<file path="src/rtl/cook_sequencer_if.sv">
// ---------------------------------------------------------------------------
// cook_sequencer_if
// Groups the panel/door/timer signals exchanged between the cooking-cycle
// sequencer and the rest of the microwave datapath.
//   slave  modport : the sequencer (consumes buttons, door, timer status;
//                    drives timer control, magnetron, buzzer, state)
//   master modport : the surrounding datapath / front panel
// Signals:
//   tick         1 Hz one-clock enable pulse (same pulse as the timer uses)
//   startn       start button, active-low, synchronised
//   stopn        stop/cancel button, active-low, synchronised
//   door_closed  1 = door closed
//   timer_done   timer reads 00:00 (level)
//   power_level  requested power 1..10
//   timer_enable timer counts on tick while 1
//   timer_clear  one-cycle pulse zeroing the timer
//   mag_on       magnetron drive
//   beep         buzzer drive
//   state        IDLE=0, COOK=1, PAUSED=2, DONE=3
// ---------------------------------------------------------------------------
interface cook_sequencer_if;
  logic       tick;
  logic       startn;
  logic       stopn;
  logic       door_closed;
  logic       timer_done;
  logic [3:0] power_level;
  logic       timer_enable;
  logic       timer_clear;
  logic       mag_on;
  logic       beep;
  logic [1:0] state;

  modport slave (
    input  tick, startn, stopn, door_closed, timer_done, power_level,
    output timer_enable, timer_clear, mag_on, beep, state
  );

  modport master (
    output tick, startn, stopn, door_closed, timer_done, power_level,
    input  timer_enable, timer_clear, mag_on, beep, state
  );
endinterface

</file>
<file path="src/rtl/cook_sequencer.sv">
// ---------------------------------------------------------------------------
// cook_sequencer
// Four-state cooking-cycle controller (IDLE/COOK/PAUSED/DONE). Decides when
// the countdown timer runs, gates the magnetron with a power-level duty
// window, and sounds the end-of-cycle beep.
// Ports:
//   clock  system clock, rising edge
//   clear  asynchronous active-high reset
//   bus    cook_sequencer_if.slave (buttons, door, timer, power in;
//          timer_enable, timer_clear, mag_on, beep, state out)
// Parameters:
//   DUTY_PERIOD  ticks per power duty window
//   BEEP_TICKS   ticks the done beep lasts
// ---------------------------------------------------------------------------
module cook_sequencer #(
  parameter int DUTY_PERIOD = 10,
  parameter int BEEP_TICKS  = 3
) (
  input  logic           clock,
  input  logic           clear,
  cook_sequencer_if.slave bus
);

  localparam int DW = (DUTY_PERIOD > 1) ? $clog2(DUTY_PERIOD) : 1;
  localparam int BW = (BEEP_TICKS > 0) ? $clog2(BEEP_TICKS + 1) : 1;
  // Common width for the duty-vs-power compare.
  localparam int CW = (DW > 4) ? DW : 4;

  localparam logic [DW-1:0] DUTY_LAST = DW'(DUTY_PERIOD - 1);
  localparam logic [BW-1:0] BEEP_LOAD = BW'(BEEP_TICKS);

  typedef enum logic [1:0] {
    IDLE   = 2'd0,
    COOK   = 2'd1,
    PAUSED = 2'd2,
    DONE   = 2'd3
  } state_t;

  state_t        state_q, state_d;
  logic          startn_q, stopn_q;
  logic [3:0]    pwr_q, pwr_d;
  logic [DW-1:0] duty_q, duty_d;
  logic [BW-1:0] beep_cnt_q, beep_cnt_d;
  logic          mag_q, mag_d;
  logic          ten_q, ten_d;
  logic          tclr_q, tclr_d;
  logic          beep_q, beep_d;

  logic start_ev, stop_ev;

  // Out-of-range requests (0 or above 10) run at full power.
  function automatic logic [3:0] sat_power(input logic [3:0] p);
    return ((p == 4'd0) || (p > 4'd10)) ? 4'd10 : p;
  endfunction

  // Falling-edge detect: a held button yields a single event.
  assign start_ev = startn_q & ~bus.startn;
  assign stop_ev  = stopn_q  & ~bus.stopn;

  always_comb begin
    state_d    = state_q;
    pwr_d      = pwr_q;
    duty_d     = duty_q;
    beep_cnt_d = beep_cnt_q;
    tclr_d     = 1'b0;

    case (state_q)
      IDLE: begin
        if (stop_ev) begin
          tclr_d = 1'b1;
        end else if (start_ev && bus.door_closed && !bus.timer_done) begin
          state_d = COOK;
          pwr_d   = sat_power(bus.power_level);
          duty_d  = '0;
        end
      end

      COOK: begin
        if (bus.tick) begin
          duty_d = (duty_q == DUTY_LAST) ? '0 : duty_q + DW'(1);
        end
        // End of cycle outranks a coincident door open or stop.
        if (bus.timer_done) begin
          state_d    = DONE;
          beep_cnt_d = BEEP_LOAD;
        end else if (!bus.door_closed || stop_ev) begin
          state_d = PAUSED;
        end
      end

      PAUSED: begin
        if (stop_ev) begin
          state_d = IDLE;
          tclr_d  = 1'b1;
        end else if (bus.timer_done) begin
          state_d = IDLE;
        end else if (start_ev && bus.door_closed) begin
          state_d = COOK;
        end
      end

      DONE: begin
        if (stop_ev) begin
          state_d = IDLE;
        end else if (bus.tick) begin
          if (beep_cnt_q <= BW'(1)) begin
            beep_cnt_d = '0;
            state_d    = IDLE;
          end else begin
            beep_cnt_d = beep_cnt_q - BW'(1);
          end
        end
      end

      default: state_d = IDLE;
    endcase

    // Output drives are registered decodes of the current state.
    ten_d  = (state_q == COOK);
    beep_d = (state_q == DONE);
    mag_d  = (state_q == COOK) && (CW'(duty_q) < CW'(pwr_q));
  end

  always_ff @(posedge clock or posedge clear) begin
    if (clear) begin
      state_q    <= IDLE;
      startn_q   <= 1'b1;
      stopn_q    <= 1'b1;
      pwr_q      <= 4'd10;
      duty_q     <= '0;
      beep_cnt_q <= '0;
      mag_q      <= 1'b0;
      ten_q      <= 1'b0;
      tclr_q     <= 1'b0;
      beep_q     <= 1'b0;
    end else begin
      state_q    <= state_d;
      startn_q   <= bus.startn;
      stopn_q    <= bus.stopn;
      pwr_q      <= pwr_d;
      duty_q     <= duty_d;
      beep_cnt_q <= beep_cnt_d;
      mag_q      <= mag_d;
      ten_q      <= ten_d;
      tclr_q     <= tclr_d;
      beep_q     <= beep_d;
    end
  end

  // Door interlock acts combinationally so drive dies the instant it opens.
  assign bus.mag_on       = mag_q & bus.door_closed;
  assign bus.timer_enable = ten_q;
  assign bus.timer_clear  = tclr_q;
  assign bus.beep         = beep_q;
  assign bus.state        = state_q;

endmodule

</file>
<file path="src/flat_wrapper.sv">
// flat-port wrapper written by rule: the top's interface ports become plain ports
module cook_sequencer_flat 
#(
  parameter int DUTY_PERIOD = 10,
  parameter int BEEP_TICKS  = 3
)
  (clock, clear, bus_tick, bus_startn, bus_stopn, bus_door_closed, bus_timer_done, bus_power_level, bus_timer_enable, bus_timer_clear, bus_mag_on, bus_beep, bus_state);
  cook_sequencer_if bus_i ();
  input  logic clock;
  input  logic clear;
  input wire logic [$bits(bus_i.tick)-1:0] bus_tick;
  input wire logic [$bits(bus_i.startn)-1:0] bus_startn;
  input wire logic [$bits(bus_i.stopn)-1:0] bus_stopn;
  input wire logic [$bits(bus_i.door_closed)-1:0] bus_door_closed;
  input wire logic [$bits(bus_i.timer_done)-1:0] bus_timer_done;
  input wire logic [$bits(bus_i.power_level)-1:0] bus_power_level;
  output wire logic [$bits(bus_i.timer_enable)-1:0] bus_timer_enable;
  output wire logic [$bits(bus_i.timer_clear)-1:0] bus_timer_clear;
  output wire logic [$bits(bus_i.mag_on)-1:0] bus_mag_on;
  output wire logic [$bits(bus_i.beep)-1:0] bus_beep;
  output wire logic [$bits(bus_i.state)-1:0] bus_state;
  assign bus_i.tick = bus_tick;
  assign bus_i.startn = bus_startn;
  assign bus_i.stopn = bus_stopn;
  assign bus_i.door_closed = bus_door_closed;
  assign bus_i.timer_done = bus_timer_done;
  assign bus_i.power_level = bus_power_level;
  assign bus_timer_enable = bus_i.timer_enable;
  assign bus_timer_clear = bus_i.timer_clear;
  assign bus_mag_on = bus_i.mag_on;
  assign bus_beep = bus_i.beep;
  assign bus_state = bus_i.state;
  cook_sequencer #(.DUTY_PERIOD(DUTY_PERIOD), .BEEP_TICKS(BEEP_TICKS)) u_core (.clock(clock), .clear(clear), .bus(bus_i));
endmodule
</file>
<file path="config.mk">
export PLATFORM = sky130hd
export DESIGN_NAME = cook_sequencer_flat
export DESIGN_NICKNAME = d
export VERILOG_FILES = /design/src/rtl/cook_sequencer_if.sv /design/src/rtl/cook_sequencer.sv /design/src/flat_wrapper.sv
export SDC_FILE = /design/constraint.sdc
export NUM_CORES = 1
export LEC_CHECK = 0
export ABC_AREA = 1
export BUFFER_PORTS_ARGS = -buffer_cell sky130_fd_sc_hd__clkbuf_2
export CORE_MARGIN = 2
export CORE_UTILIZATION = 35
export CTS_CLUSTER_SIZE = 20
export DETAILED_ROUTE_END_ITERATION = 8
export PLACE_DENSITY = 0.65
export REMOVE_ABC_BUFFERS = 1
export SYNTH_ARGS = -nofsm -noshare
export SYNTH_HDL_FRONTEND = slang
export SYNTH_SLANG_ARGS = --single-unit
</file>
<file path="constraint.sdc">
create_clock -name clock -period 1.6 [get_ports clock]
set_input_delay 0.08 -clock clock [delete_from_list [all_inputs] [get_ports clock]]
set_output_delay 0.08 -clock clock [all_outputs]
set_load 0.01 [all_outputs]
</file>
==> results of run 1 <==
## metal layers
metal  wire length [microns]  track usage  up-vias
met5                       0            0        -
met4                       0      0.01993        0
met3                      94      0.05069        0
met2                     953       0.2226       16
met1                     796       0.1509      380
li1                        -            -      420
## power by group
part,internal [W],switching [W]
combinational,0.000249,0.000369
clock,0.000139,0.000145
sequential,0.000627,0.000130
total,0.00101,0.000644
## path summary, 6_finish.rpt
check                                   startpoint                      to
worst min register to register     u_core.pwr_q[3]         u_core.pwr_q[3]
worst max-delay path                u_core.stopn_q        u_core.duty_q[1]
min in group asynchronous                    clear  u_core.bus.timer_clear
worst min-delay path            bus_power_level[2]         u_core.pwr_q[2]
worst max register to register      u_core.stopn_q        u_core.duty_q[1]
max in group asynchronous                    clear        u_core.duty_q[1]
## critical path, delay by kind of cell, from the launching register on
kind               cells  cell delay (ns)
and+or+nand+nor        6             0.56
DFF                    1             0.54
AOI/OAI and AO/OA      1             0.08
## stage by stage
step	util	std cells	cell area (sq um)	setup WS, ns	hold slack (ns)
after floorplan	-	119	974.7	0.4076	0.01565
after CTS	0.4280	173	1160	0.3158	0.03059
final	0.4280	173	1160	0.3173	0.03044
after global routing	0.4280	173	1160	0.1821	0.03081
after global placement	0.4035	166	1094	0.3562	0.1809
after detailed placement	0.4035	166	1094	0.3366	0.1909
## kinds of logic after synthesis
group / count (synthesis) / synth area share
XOR/XNOR: 2 / 0.01798
AND/OR/NAND/NOR: 58 / 0.2811
AO/OA/AOI/OAI: 16 / 0.09243
buffers and inverters: 20 / 0.07702
adder cells (fa/ha/maj): 5 / 0.06418
flip-flops: 18 / 0.4673
## registers in the layout, summed over array words and instances, names as in the netlist
register / cells
u_core.bus.timer_enable: 1
u_core.stopn_q: 1
u_core.bus.state: 2
u_core.pwr_q: 4
u_core.bus.beep: 1
u_core.startn_q: 1
u_core.bus.timer_clear: 1
u_core.beep_cnt_q: 2
u_core.mag_q: 1
u_core.duty_q: 4
## area by class of cell
class | instances | share of cell area
Multi-Input combinational cell | 81 | 0.3830
Clock buffer | 4 | 0.03128
Sequential cell | 18 | 0.3927
Tap cell | 31 | 0.03344
Timing Repair Buffer | 19 | 0.09493
Inverter | 20 | 0.06473
## cells in the mapped netlist (all sizes together)
master   n
o21bai   1
nand2   28
nand3   11
nand3b   1
ha       5
nor3     1
xor2     2
inv     20
nand4    2
nor2    14
dfstp    4
dfrtp   14
o21ai   12
a21oi    3
and3     1
## timing repair
action	4_1_cts	5_1_grt
hold buffers	3	0
endpoints found under the hold margin	16	0
endpoints found under the setup margin	0	0
==> results.md, run 1 <==
* Outcome: complete, no violations
* Final critical-path required period at 1.283 ns
* WL per Instance at 10.66 microns
* Worst hold stages at 3
* Leakage power at 0.6406 nW
* Max-capacitance violation count at 0
* Critical path peak fanout at 6
* Relative slew slack at 0.5347
* Area delta synth->final at 19.00%
* CTS clk-pin slew, worst paths at 0.11 ns
* Largest net degree at the start of global routing at 19
* Vias per inst at 4.717
* Pwr Density at 1430 mW/mm^2
* Post-cts sizing count at 0
* Via count at 816
* First-pass GRT wire length at 3222 microns
* Synth unique cells at 22
* Most area-hungry cell type in the Yosys netlist: dfrtp_1
* R2R depth at 7
* Mapped Area at 974.7 sq um
* Die area at 0.003223 sq mm
* Worst path max stage delay at 0.54 ns
* Slowest library cell on the worst path: dfstp_2
* Yosys warning count at 0
* Placer Congestion at 0.7713
* Clk_lat worst skew at 0.30 ns
* #FFs+latches synth at 18
* Flop2flop setup slack at 0.32 ns
* Multi-input gate area at 444.2 sq um
* Worst Hold Class: input pin to flip-flop
* RSZ-0062 raised after global routing: no
* Max Clk Rate at 779.6 MHz
* Filler cell count at 295
* Post-synth top area share at 0.3594
* CTS tree: done
* Initial antenna violation count at 0
* Clock skew at 0.004267 ns
* Post-route ant nets at 0
* Setup CP Type: flip-flop to flip-flop
* Die Height at 56.77 microns
* Synth Instances at 119
* Seq. cell area at 455.4 sq um
* Row cnt at 19
* Worst VDD drop at 0.9040 mV
* Syn Area/Cell at 8.191 sq um
* Required @ worst endpoint at 1.78 ns
* Final Max Slew Viols at 0
* Most common cell after layout, fill and taps aside: nand2_1
* Setup tns final at 0 ns
* Period utilization at 0.8017
* Fin nets at 159
* PortBufs at 16
* Num ports at 17
* Total track usage at 0.1278
* Crit-path cells: nand2_2 -> nand2_1 -> nor2_1 -> nand2_2 -> nand2_2 -> nand2_1 -> o21ai_0
* DRC Markers at 0
* Slew @ Worst Pin at 0.6972 ns
* Most frequent cells in the layout: nand2_1 (23), inv_1 (17), clkbuf_2 (16)
* Core Area at 0.002710 sq mm
* Startpoint Class: flip-flop
* Vias in the first global route at 773
* Clock buffer depth at 2
* Tot Pwr at 0.001658 W
* CTS Sinks at 18
* Total Routed Length at 1844 microns
* Final setup violation count at 0
* Crit path DAT at 1.47 ns
* DP HPWL at 1445 microns
* Final Hold Violating Endpoints at 0
* CP Capture Type: flip-flop
* Fraction of layout cells with a size suffix above 1 at 0.2676
* Setup Fix Bufs, Post-CTS at 0
* GRT overflow at 0
* Initial Util at 0.3596
* Drt pass-1 iters at 4
* CTS H-tree lvls at 1
* CTS Root Cell: clkbuf_4
* Initial drt markers at 9
* Ant diodes at 0
* Register area share after synthesis at 0.4673
* Largest cells by area after synthesis: dfrtp_1 (36%), dfstp_2 (11%), nand2_1 (8.9%)
* Die Span X at 56.77 microns
* CTS Buf Count at 3
* Most frequent CP cell: nand2_2
Power figures use the tool's default switching activity.
==> inputs of run 2 (changes only) <==
PLACE_DENSITY = 0.67   (was 0.65)
clock period = 1.1 ns   (was 1.6 ns; I/O delays follow)
==> run 2 against run 1 <==
Compared with the run above:
- the flow now finishes with violations (setup timing)
- combinational power rose to 2.5 times the previous value
- clock skew shrank 0.0020 ns
- worst setup slack worse by 0.45 ns
- die area unchanged
- critical path depth shrank 1
- global-route usage increased by 2.2 points
- cell count rose by 13%
- final area up 27%
- largest power group is now combinational logic
==> results.md, run 2 (same netlist as run 1, synthesis figures left out) <==
* Outcome: complete, but fails checks
* Failing checks: setup timing
* Drt pass-1 iters at 4 (unchanged)
* Seq. cell area at 459.2 sq um (+0.82%)
* Final Hold Violating Endpoints at 0 (unchanged)
* CTS Sinks at 18 (unchanged)
* Die area at 0.003223 sq mm (unchanged)
* CTS H-tree lvls at 1 (unchanged)
* Vias in the first global route at 943 (+22%)
* Period utilization at 1.123 (+0.3209)
* Crit path DAT at 1.43 ns (-0.04 ns)
* Die Span X at 56.77 microns (unchanged)
* Max-capacitance violation count at 0 (unchanged)
* Num ports at 17 (unchanged)
* Worst VDD drop at 1.228 mV (+36%)
* Crit-path cells: inv_2 -> ha_4 -> nand2_4 -> o21ai_4 -> nand3b_1 -> nand2_1
* Vias per inst at 4.744 (+0.57%)
* CP Capture Type: flip-flop
* PnR worst setup slack at -0.1349 ns (-0.4521 ns)
* Final critical-path required period at 1.235 ns (-0.04787 ns)
* DRC Markers at 0 (unchanged)
* Slowest library cell on the worst path: dfrtp_2
* Worst Hold Class: input pin to flip-flop
* GRT overflow at 0 (unchanged)
* Initial Util at 0.3596 (unchanged)
* Fin area at 0.001475 sq mm (+27%)
* Final setup violation count at 14 (+14)
* CP startpoint: u_core.duty_q[1]
* Reg2reg start: u_core.duty_q[1]
* Pre-CTS setup slack at -0.1664 ns (-0.5030 ns)
* Ant diodes at 0 (unchanged)
* CTS tree: done
* Startpoint Class: flip-flop
* Total Routed Length at 2289 microns (+24%)
* Slew @ Worst Pin at 0.2740 ns (-0.4232 ns)
* PortBufs at 16 (unchanged)
* Largest net degree at the start of global routing at 12 (-7)
* Initial antenna violation count at 0 (unchanged)
* Clock buffer depth at 2 (unchanged)
* Leakage power at 0.7871 nW (+23%)
* CTS Root Cell: clkbuf_4
* Worst path max stage delay at 0.46 ns (-0.08 ns)
* Row cnt at 19 (unchanged)
* Clock skew at 0.002310 ns (-0.001957 ns)
* RSZ-0062 raised after global routing: yes
* Multi-input gate area at 565.5 sq um (+27%)
* Fin nets at 181 (+14%)
* Via count at 925 (+13%)
* Die Height at 56.77 microns (unchanged)
* Hold path start: bus_power_level[1]
* Core Area at 0.002710 sq mm (unchanged)
* Most common cell after layout, fill and taps aside: nand2_1
* Placer Congestion at 0.8029 (+4.1%)
* Filler cell count at 242 (-18%)
* Total track usage at 0.1500 (+0.02216)
* Critical path peak fanout at 4 (-2)
* CTS clk-pin slew, worst paths at 0.11 ns (about the same)
* DP HPWL at 1599 microns (+11%)
* Required @ worst endpoint at 1.29 ns (-0.49 ns)
* Setup CP Type: flip-flop to flip-flop
* Most frequent cells in the layout: nand2_1 (19), buf_4 (17), inv_1 (15), clkbuf_2 (15), dfrtp_1 (11)
* Clk_lat worst skew at 0.29 ns (about the same)
* Biggest regs: u_core.duty_q (4), u_core.pwr_q (4)
* Final Max Slew Viols at 0 (unchanged)
* CTS Buf Count at 3 (unchanged)
* Max Clk Rate at 809.8 MHz (+3.9%)
* Post-route ant nets at 0 (unchanged)
* Fraction of layout cells with a size suffix above 1 at 0.4878 (+0.2202)
* Area delta synth->final at 51.35%
* Initial drt markers at 14 (+5)
* Pwr Density at 2106 mW/mm^2 (+47%)
* First-pass GRT wire length at 3850 microns (+19%)
* WL per Instance at 11.74 microns (+10%)
* Relative slew slack at 0.8173 (+0.2826)
* Placed inst area at 0.001191 sq mm (+8.9%)
[run 2: repair_timing]
| item | CTS | global route |
|---|---|---|
| resized for setup | 27 | 18 |
| endpoints found under the hold margin | 22 | 0 |
| setup endpoints to repair | 14 | 14 |
| pin swaps | 10 | 6 |
| setup buffers | 4 | 3 |
| hold buffers | 5 | 0 |
[run 2: area by class of cell]
cell class                 count  area share
clock buffer                   4     0.02460
inverter                      20     0.05259
multi-input combinational     81      0.3834
sequential                    18      0.3113
tap                           31     0.02629
timing repair buffer          41      0.2019
[run 2: power breakdown]
| part | total, W | internal, W | switching, W | leakage, nW |
|---|---|---|---|---|
| clock network | 0.000418 | 0.000202 | 0.000217 | 0.0210 |
| registers | 0.00113 | 0.000922 | 0.000208 | 0.217 |
| logic | 0.00156 | 0.000808 | 0.000751 | 0.549 |
[run 2: critical path: cells and delay by family, from the launching register on]
family / cells / cell delay, ns
buf+inv: 1 / 0.09
fa+ha+maj: 1 / 0.14
compound gates: 1 / 0.20
flops: 1 / 0.46
simple gates: 3 / 0.25
[run 2: path summary, 6_finish.rpt]
kind | end | slack (ns) | depth (start not counted)
worst max-delay path | u_core.duty_q[2] | -0.13 | 6
worst min register to register | u_core.beep_cnt_q[1] | 0.54 | 2
worst max register to register | u_core.duty_q[2] | -0.13 | 6
min in group asynchronous | u_core.duty_q[1] | 0.27 | 4
max in group asynchronous | u_core.stopn_q | 0.58 | 4
worst min-delay path | u_core.pwr_q[1] | 0.03 | 3
[run 2: through the flow]
stage	power, W	instances	TNS, ns	hold slack, ns	utilization
after floorplan	0.001752	119	-0.4535	-0.009348	-
after global placement	0.002182	179	-1.302	0.02397	0.4395
after detailed placement	0.002229	179	-1.722	0.02841	0.4395
after CTS	0.002897	192	-0.9256	0.02586	0.5092
after global routing	0.003355	195	-1.963	0.05232	0.5443
final	0.003107	195	-1.108	0.03349	0.5443
[run 2: layer usage]
layer,global-route usage,share of wire,vias up
met3,0.03687,0.035,2
li1,-,-,467
met4,0.04319,0.0052,0
met2,0.2774,0.54,17
met1,0.1686,0.42,439
met5,0,0,-
